**src/rtl/crossbar_pipe.sv**
```systemverilog
// crossbar_pipe: NPORT x NPORT registered crossbar with per-output select codes.
// Code k < NPORT routes input k, the all-ones code drives zero, and any other
// code holds that output. STAGES=2 adds an input register holding valid, data
// and route together, so a route change never applies to a flit from another
// cycle. stall freezes every register except the err_clr path.
// Optional feature macro: XBAR_MULTICAST_CHECK_EN enables the sticky err_multi
// flag for a valid input selected by two or more outputs in one advance cycle.
// Without it err_multi is tied low and err_clr is ignored.
module crossbar_pipe #(
    parameter int NPORT  = 5,
    parameter int DATA_W = 128,
    parameter int SEL_W  = 3,
    parameter int STAGES = 1
) (
    input  logic                    clk,
    input  logic                    rst_n,
    input  logic [NPORT-1:0]        in_valid,
    input  logic [NPORT*DATA_W-1:0] in_data,
    input  logic [NPORT*SEL_W-1:0]  route_cfg,
    input  logic                    stall,
    input  logic                    err_clr,
    output logic [NPORT-1:0]        out_valid,
    output logic [NPORT*DATA_W-1:0] out_data,
    output logic                    err_multi
);

    localparam logic [SEL_W-1:0] SEL_NULL = '1;

    logic                    advance;
    logic [NPORT-1:0]        sel_valid;
    logic [NPORT*DATA_W-1:0] sel_data;
    logic [NPORT*SEL_W-1:0]  sel_cfg;

    logic [NPORT-1:0]        out_valid_q, out_valid_d;
    logic [NPORT*DATA_W-1:0] out_data_q, out_data_d;
    logic                    err_multi_q, err_multi_d;
    logic [SEL_W-1:0]        code;

    assign advance = ~stall;

    generate
        if (STAGES == 2) begin : g_stage2
            logic [NPORT-1:0]        s1_valid_q;
            logic [NPORT*DATA_W-1:0] s1_data_q;
            logic [NPORT*SEL_W-1:0]  s1_cfg_q;

            // Stage-1 register: flit and its route captured together on advance.
            always_ff @(posedge clk or negedge rst_n) begin
                if (!rst_n) begin
                    s1_valid_q <= '0;
                    s1_data_q  <= '0;
                    s1_cfg_q   <= '0;
                end else if (advance) begin
                    s1_valid_q <= in_valid;
                    s1_data_q  <= in_data;
                    s1_cfg_q   <= route_cfg;
                end
            end

            assign sel_valid = s1_valid_q;
            assign sel_data  = s1_data_q;
            assign sel_cfg   = s1_cfg_q;
        end else begin : g_stage1
            assign sel_valid = in_valid;
            assign sel_data  = in_data;
            assign sel_cfg   = route_cfg;
        end
    endgenerate

    // Per-output select: route, null to zero, or hold on reserved codes.
    always_comb begin
        out_valid_d = out_valid_q;
        out_data_d  = out_data_q;
        code        = '0;
        for (int j = 0; j < NPORT; j++) begin
            code = sel_cfg[j*SEL_W +: SEL_W];
            if (code == SEL_NULL) begin
                out_valid_d[j]                 = 1'b0;
                out_data_d[j*DATA_W +: DATA_W] = '0;
            end else begin
                for (int k = 0; k < NPORT; k++) begin
                    if (code == SEL_W'(k)) begin
                        out_valid_d[j]                 = sel_valid[k];
                        out_data_d[j*DATA_W +: DATA_W] = sel_data[k*DATA_W +: DATA_W];
                    end
                end
            end
        end
    end

    // Output registers advance only when not stalled.
    always_ff @(posedge clk or negedge rst_n) begin
        if (!rst_n) begin
            out_valid_q <= '0;
            out_data_q  <= '0;
        end else if (advance) begin
            out_valid_q <= out_valid_d;
            out_data_q  <= out_data_d;
        end
    end

`ifdef XBAR_MULTICAST_CHECK_EN
    logic multi_hit;
    logic seen;

    // Flag a valid selected input claimed by more than one output.
    always_comb begin
        multi_hit = 1'b0;
        seen      = 1'b0;
        for (int i = 0; i < NPORT; i++) begin
            seen = 1'b0;
            for (int j = 0; j < NPORT; j++) begin
                if (sel_valid[i] && (sel_cfg[j*SEL_W +: SEL_W] == SEL_W'(i))) begin
                    if (seen) begin
                        multi_hit = 1'b1;
                    end
                    seen = 1'b1;
                end
            end
        end
    end

    // Set only on advance cycles and wins over a simultaneous clear; clear ignores stall.
    always_comb begin
        err_multi_d = err_multi_q;
        if (advance && multi_hit) begin
            err_multi_d = 1'b1;
        end else if (err_clr) begin
            err_multi_d = 1'b0;
        end
    end
`else
    logic unused_err_clr;

    // Feature disabled: flag tied low, clear input has no effect.
    always_comb begin
        err_multi_d = 1'b0;
    end
    assign unused_err_clr = err_clr;
`endif

    // Sticky error flag register.
    always_ff @(posedge clk or negedge rst_n) begin
        if (!rst_n) begin
            err_multi_q <= 1'b0;
        end else begin
            err_multi_q <= err_multi_d;
        end
    end

    assign out_valid = out_valid_q;
    assign out_data  = out_data_q;
    assign err_multi = err_multi_q;

endmodule
```
**config.mk**
```make
export PLATFORM = sky130hd
export DESIGN_NAME = crossbar_pipe
export DESIGN_NICKNAME = d
export VERILOG_FILES = /design/src/rtl/crossbar_pipe.sv
export SDC_FILE = /design/constraint.sdc
export NUM_CORES = 2
export LEC_CHECK = 0
export BUFFER_PORTS_ARGS = -buffer_cell sky130_fd_sc_hd__buf_2
export CAP_MARGIN = 40
export CELL_PAD_IN_SITES_DETAIL_PLACEMENT = 0
export CELL_PAD_IN_SITES_GLOBAL_PLACEMENT = 1
export CORE_AREA = 2 2 508 510
export DETAILED_ROUTE_END_ITERATION = 6
export DIE_AREA = 0 0 510 512
export GPL_TIMING_DRIVEN = 0
export HOLD_SLACK_MARGIN = 0.05
export PLACE_DENSITY_LB_ADDON = 0.12
export SYNTH_ARGS = -nofsm -noshare
export SYNTH_HDL_FRONTEND = slang
export SYNTH_SLANG_ARGS = --single-unit
```
**constraint.sdc**
```tcl
create_clock -name clk -period 0.9 [get_ports clk]
set_input_delay 0.045 -clock clk [delete_from_list [all_inputs] [get_ports clk]]
set_output_delay 0.045 -clock clk [all_outputs]
set_load 0.05 [all_outputs]
```
## Word-level counts from Yosys, hierarchy flattened

Cells that the tools add are included.

- Bits in registers: 645
- Input port bits: 664

- Equality and inequality tests: 25
- Mux-type cells: 60
- Bitwise logic cells: 1
- Reduce and logical (&&, ||, !) cells: 15

Operators with widths:

| operator | count |
|---|---|
| 128-bit 2-to-1 mux | 30 |
| 3-bit by 2-bit == test with 1-bit output (second input constant) | 10 |
| 3-bit == test (second input constant) | 10 |
| 1-bit 2-to-1 mux | 30 |
| 6-bit nonzero test | 5 |
| 3-bit by 1-bit == test with 1-bit output (second input constant) | 5 |
| 3-bit logical NOT | 5 |
| 2-bit AND reduction | 5 |
| 1-bit NOT | 1 |

## Logic depth before layout (Yosys ltp)

- Depth after elaboration: 7
- Depth in mapped cells: 8
- Gate-level depth less buffers: 4

## Worst setup path before layout

OpenSTA, ideal clock, no wires.

- Path kind: input to register
- Start point: input port route_cfg[0]
- End point: register out_data_q[3] (netlist: out_data[3])
- Library setup time: 0.121 ns
- Data arrival time: 1.223 ns
- Data required time: 0.779 ns
- Path slack: -0.444 ns
- Cell stages on the path: 8
- Buffers on the path: 4
- Path through: buf_4 -> and3b_1 -> buf_6 -> buf_6 -> buf_6 -> a221oi_1 -> o21ai_1 -> a22o_1

- Cells in the longest elaborated chain, start to end: 6

RTL lines:

| item | line | source |
|---|---|---|
| start: declaration | 19 | `input logic [NPORT*SEL_W-1:0] route_cfg,` |
| 3-bit by 1-bit == test with 1-bit output | 82 | `if (code == SEL_W'(k)) begin` |
| 128-bit 2-to-1 mux (4 in series) | 82 |  |
| 128-bit 2-to-1 mux | 77 | `if (code == SEL_NULL) begin` |
| end signal: assignment | 98 | `out_data_q <= out_data_d;` |
| end: declaration | 35 | `logic [NPORT*DATA_W-1:0] out_data_q, out_data_d;` |

Parallel ways exist; a longest one is shown, timed or not.
A chain may end at the register's enable or synchronous reset.

## Final worst setup path

- Start point: register out_data_q[181] (netlist: out_data[181])
- End point: output port out_data[181]

RTL lines:

| item | line | source |
|---|---|---|
| end: declaration | 23 | `output logic [NPORT*DATA_W-1:0] out_data,` |

No word-level cell between the ends.

==> reports/results.tsv <==
stage	metric	value	unit
status	status	finished with violations	
status	failing checks	negative hold slack, negative setup slack	
synth	Syn Std Cell Area	46000	um2
detailed_routing	drt pass-1 iters	6	
floorplanning	Rows	186	
placed_design	RePlAce Congestion	0.9161	
synth	Synth Area in Simple Gates	5.924	%
global_route	Tot GR Track Use	32.35	%
clock_network	CTS tree	done	
pwr	total power	148.2	mW
global_route	initial antenna violation count	132	
global_route	pin count of the biggest net entering global routing	105	
synth	#FFs+latches synth	645	
clock_network	clock latency on the worst-skew pair	0.77	ns
critical_path	CP cell instances	buf_8	
sta	Clock Skew	0	ns
global_route	vias in the first global route	62732	
clock_network	CTS H-tree lvls	3	
detailed_routing	per-cell routed wire length	38.71	um
detailed_routing	DRT antenna net count	0	
job	MaxCap Viol Count	0	
critical_path	Critical Path End Type	output pin	
sta	RSZ-0062 raised after global routing	yes	
synth	top cells by area, synth	dfrtp_1 (35%), a22o_1 (12%), a22oi_1 (10%)	
floorplanning	Initial Util	17.99	%
synth	Post-synth EDFFs	0	
sta	Max Slew Vio Count	0	
placed_design	Inst Count DP	10190	
final_layout	Finished Layout Cells	11642	
synth	Post-Synth XOR/XNOR Area	0.01904	%
synth	top-area cell type share of the netlist area	35.09	%
detailed_routing	# DRC	0	
critical_path	Crit Path Max Fanout	2	
final_layout	P&R area growth vs syn	87.73	%
synth	Mapped Cells	5450	
pwr	PD cells	1716	nW/um2
final_layout	Post-Layout Inst Area	86360	um2
pwr	VDD IR max	0.001679	V
pwr	Leak Pwr	35.39	nW
sta	hold_ws	-0.8146	ns
sta	final setup vio count	1249	
clock_network	number of buffers created by CTS	97	
synth	Synth Warn #	0	
detailed_routing	DR vias	66112	
synth	cell with the most instances after synthesis	a21oi_1	
sta	ratio of final minimum period to clock period	170.0	%
critical_path	Worst Path Required	0.85	ns
synth	main combinational cell family by area after synthesis	compound AO/OA/AOI/OAI gates	
synth	Synthesized Nets	6114	
sta	Worst Setup Slack, final	-0.6302	ns
critical_path	CP Data Arrival Time	1.49	ns
placed_design	input/output buffers	1298	
sta	Tmin final	1.530	ns
critical_path	Worst Setup SP	out_data[181]$_DFFE_PN0P_	
critical_path	CP Class	flip-flop to output pin	
floorplanning	CORE AREA	255800	um2
synth	list of most frequent post-synthesis cells	a21oi_1 (782), nand2_1 (653), a22o_1 (645), dfrtp_1 (645), a22oi_1 (637)	
global_route	first-pass GRT wire length	583800	um
synth	sequential-to-total area share from yosys stat	35.09	%
synth	Syn Area/Cell	8.441	um2
floorplanning	Top Ports	1310	
critical_path	crit-path leading delay family	flip-flops	
critical_path	Worst Path Buf+Inv	1	
floorplanning	die area	261100	um2
detailed_routing	Initial DRC Count	7713	
clock_network	Clock Sinks	645	
sta	setup TNS	-391.31	ns
sta	Hold Violations, Final	402	
critical_path	slowest CP cell	dfrtp_2	
sta	Rel. slew slack	42.02	%
clock_network	Worst-path clk slew	0.06	ns
synth	distinct cell type count after synthesis	32	
floorplanning	die height	512	um
clock_network	clk buf depth	3	
final_layout	fin nets	8756	
critical_path	FF-to-FF Start	out_data[163]$_DFFE_PN0P_	
detailed_routing	drt total wl	450700	um
synth	multiplexer share of the synthesized area	0.1741	%
synth	complex-gate fraction of the synthesized area	51.36	%
global_route	Overflow after GRT	0	
critical_path	Setup crit start kind	flip-flop	
critical_path	CP peak stage delay	0.52	ns
synth	Post-synth ARST share	100.0	%
final_layout	fraction of layout cells with a size suffix above 1	42.48	%
synth	leading area contributor after synthesis	dfrtp_1	
sta	highest clock rate	653.5	MHz
floorplanning	chip width	510	um
clock_network	root buffer cell	clkbuf_16	
sta	Tightest Pin Transition	0.8698	ns
placed_design	Post-DP HPWL	334300	um
min_path	min-delay worst type	input port to async pin	
synth	post-synthesis adder-cell area fraction	0	%
synth	top_reg_cell synth	dfrtp_1	
placed_design	placed cell area	60820	um2
detailed_routing	vias per cell	5.679	
==> worst paths after layout <==
path	end	slack (ns)	cells after the start
worst max-delay path	out_data[181]	-0.63	1
worst min-delay path	out_data[299]$_DFFE_PN0P_	-0.81	1
worst max register to register	out_data[163]$_DFFE_PN0P_	-0.06	2
worst min register to register	out_data[382]$_DFFE_PN0P_	0.52	1
max in group asynchronous	out_data[215]$_DFFE_PN0P_	0.11	4
min in group clk	out_data[135]$_DFFE_PN0P_	0.04	4
==> per-layer routing <==
layer  global-route usage [%]  vias to the layer above  part of all wire, %
met3                    7.730                      866                  8.4
li1                         -                    27478                    -
met2                    52.84                     4035                   46
met5                        0                        -                0.065
met1                    39.84                    33683                   39
met4                    15.10                       50                  5.9
==> flip-flops by register name (all words and copies together) (netlist names) <==
signal	cells
out_valid	5
out_data	640
==> final cells by class <==
cell class / count / area (um2)
timing repair buffer: 2578 / 25430
tap: 3384 / 4234
buffer: 710 / 6475
fill: 26550 / 169400
inverter: 1 / 6.256
clock buffer: 142 / 2899
clock inverter: 33 / 397.9
multi-input combinational: 4059 / 30370
antenna: 90 / 225.2
sequential: 645 / 16320
==> layout by cell type (no fill, tap or decap), types with 19 or more instances in the layout <==
master and count:
clkbuf_2 161, dfrtp_2 143, clkbuf_16 151, clkbuf_4 67, buf_4 425, a221oi_2 394
nand2_1 653, clkbuf_8 70, buf_8 124, a21oi_1 716, buf_2 756, o21ai_1 418
dfrtp_1 502, clkbuf_1 86, a22o_1 645, buf_16 62, a22oi_1 618, diode_2 90
a221oi_4 37, buf_12 181, buf_6 675, a22oi_2 19, a21oi_2 63, a221oi_1 77
o21ai_2 74, o211ai_1 129, a32oi_1 123, dlygate4sd3_1 657
==> logic make-up (layout without fill, tap and decap cells) <==
kind of cell	after synthesis	after routing
muxes	8	8
AOI/OAI and AO/OA	3355	3355
and+or+nand+nor	694	694
xor gates and xnor gates	1	1
DFF	645	645
other	1	91
buffers and inverters	746	3464
==> report_power, final <==
part,internal [mW],switching (mW)
Sequential,33.3,5.27
Clock,24.2,17.5
Combinational,26.6,41.2
==> what timing repair did <==
action,4_1_cts,5_1_grt
pin swaps,246,219
resized for setup,1125,2433
buffers inserted,119,378
endpoints found under the hold margin,1002,374
gates cloned,48,32
hold buffers,655,2
setup endpoints to repair,1491,1474
==> through the flow <==
stage               utilization [%]  hold slack, ns  setup slack [ns]
finish                        33.76         -0.8146           -0.6302
global route                  33.72         -0.7966           -0.6674
CTS                           30.09         -0.8539           -0.7082
detailed placement            23.78        0.001380            -2.690
global placement              23.31          0.4809            -16.92
floorplan                         -         -0.2506           -0.4079
Power figures use the tool's default switching activity.
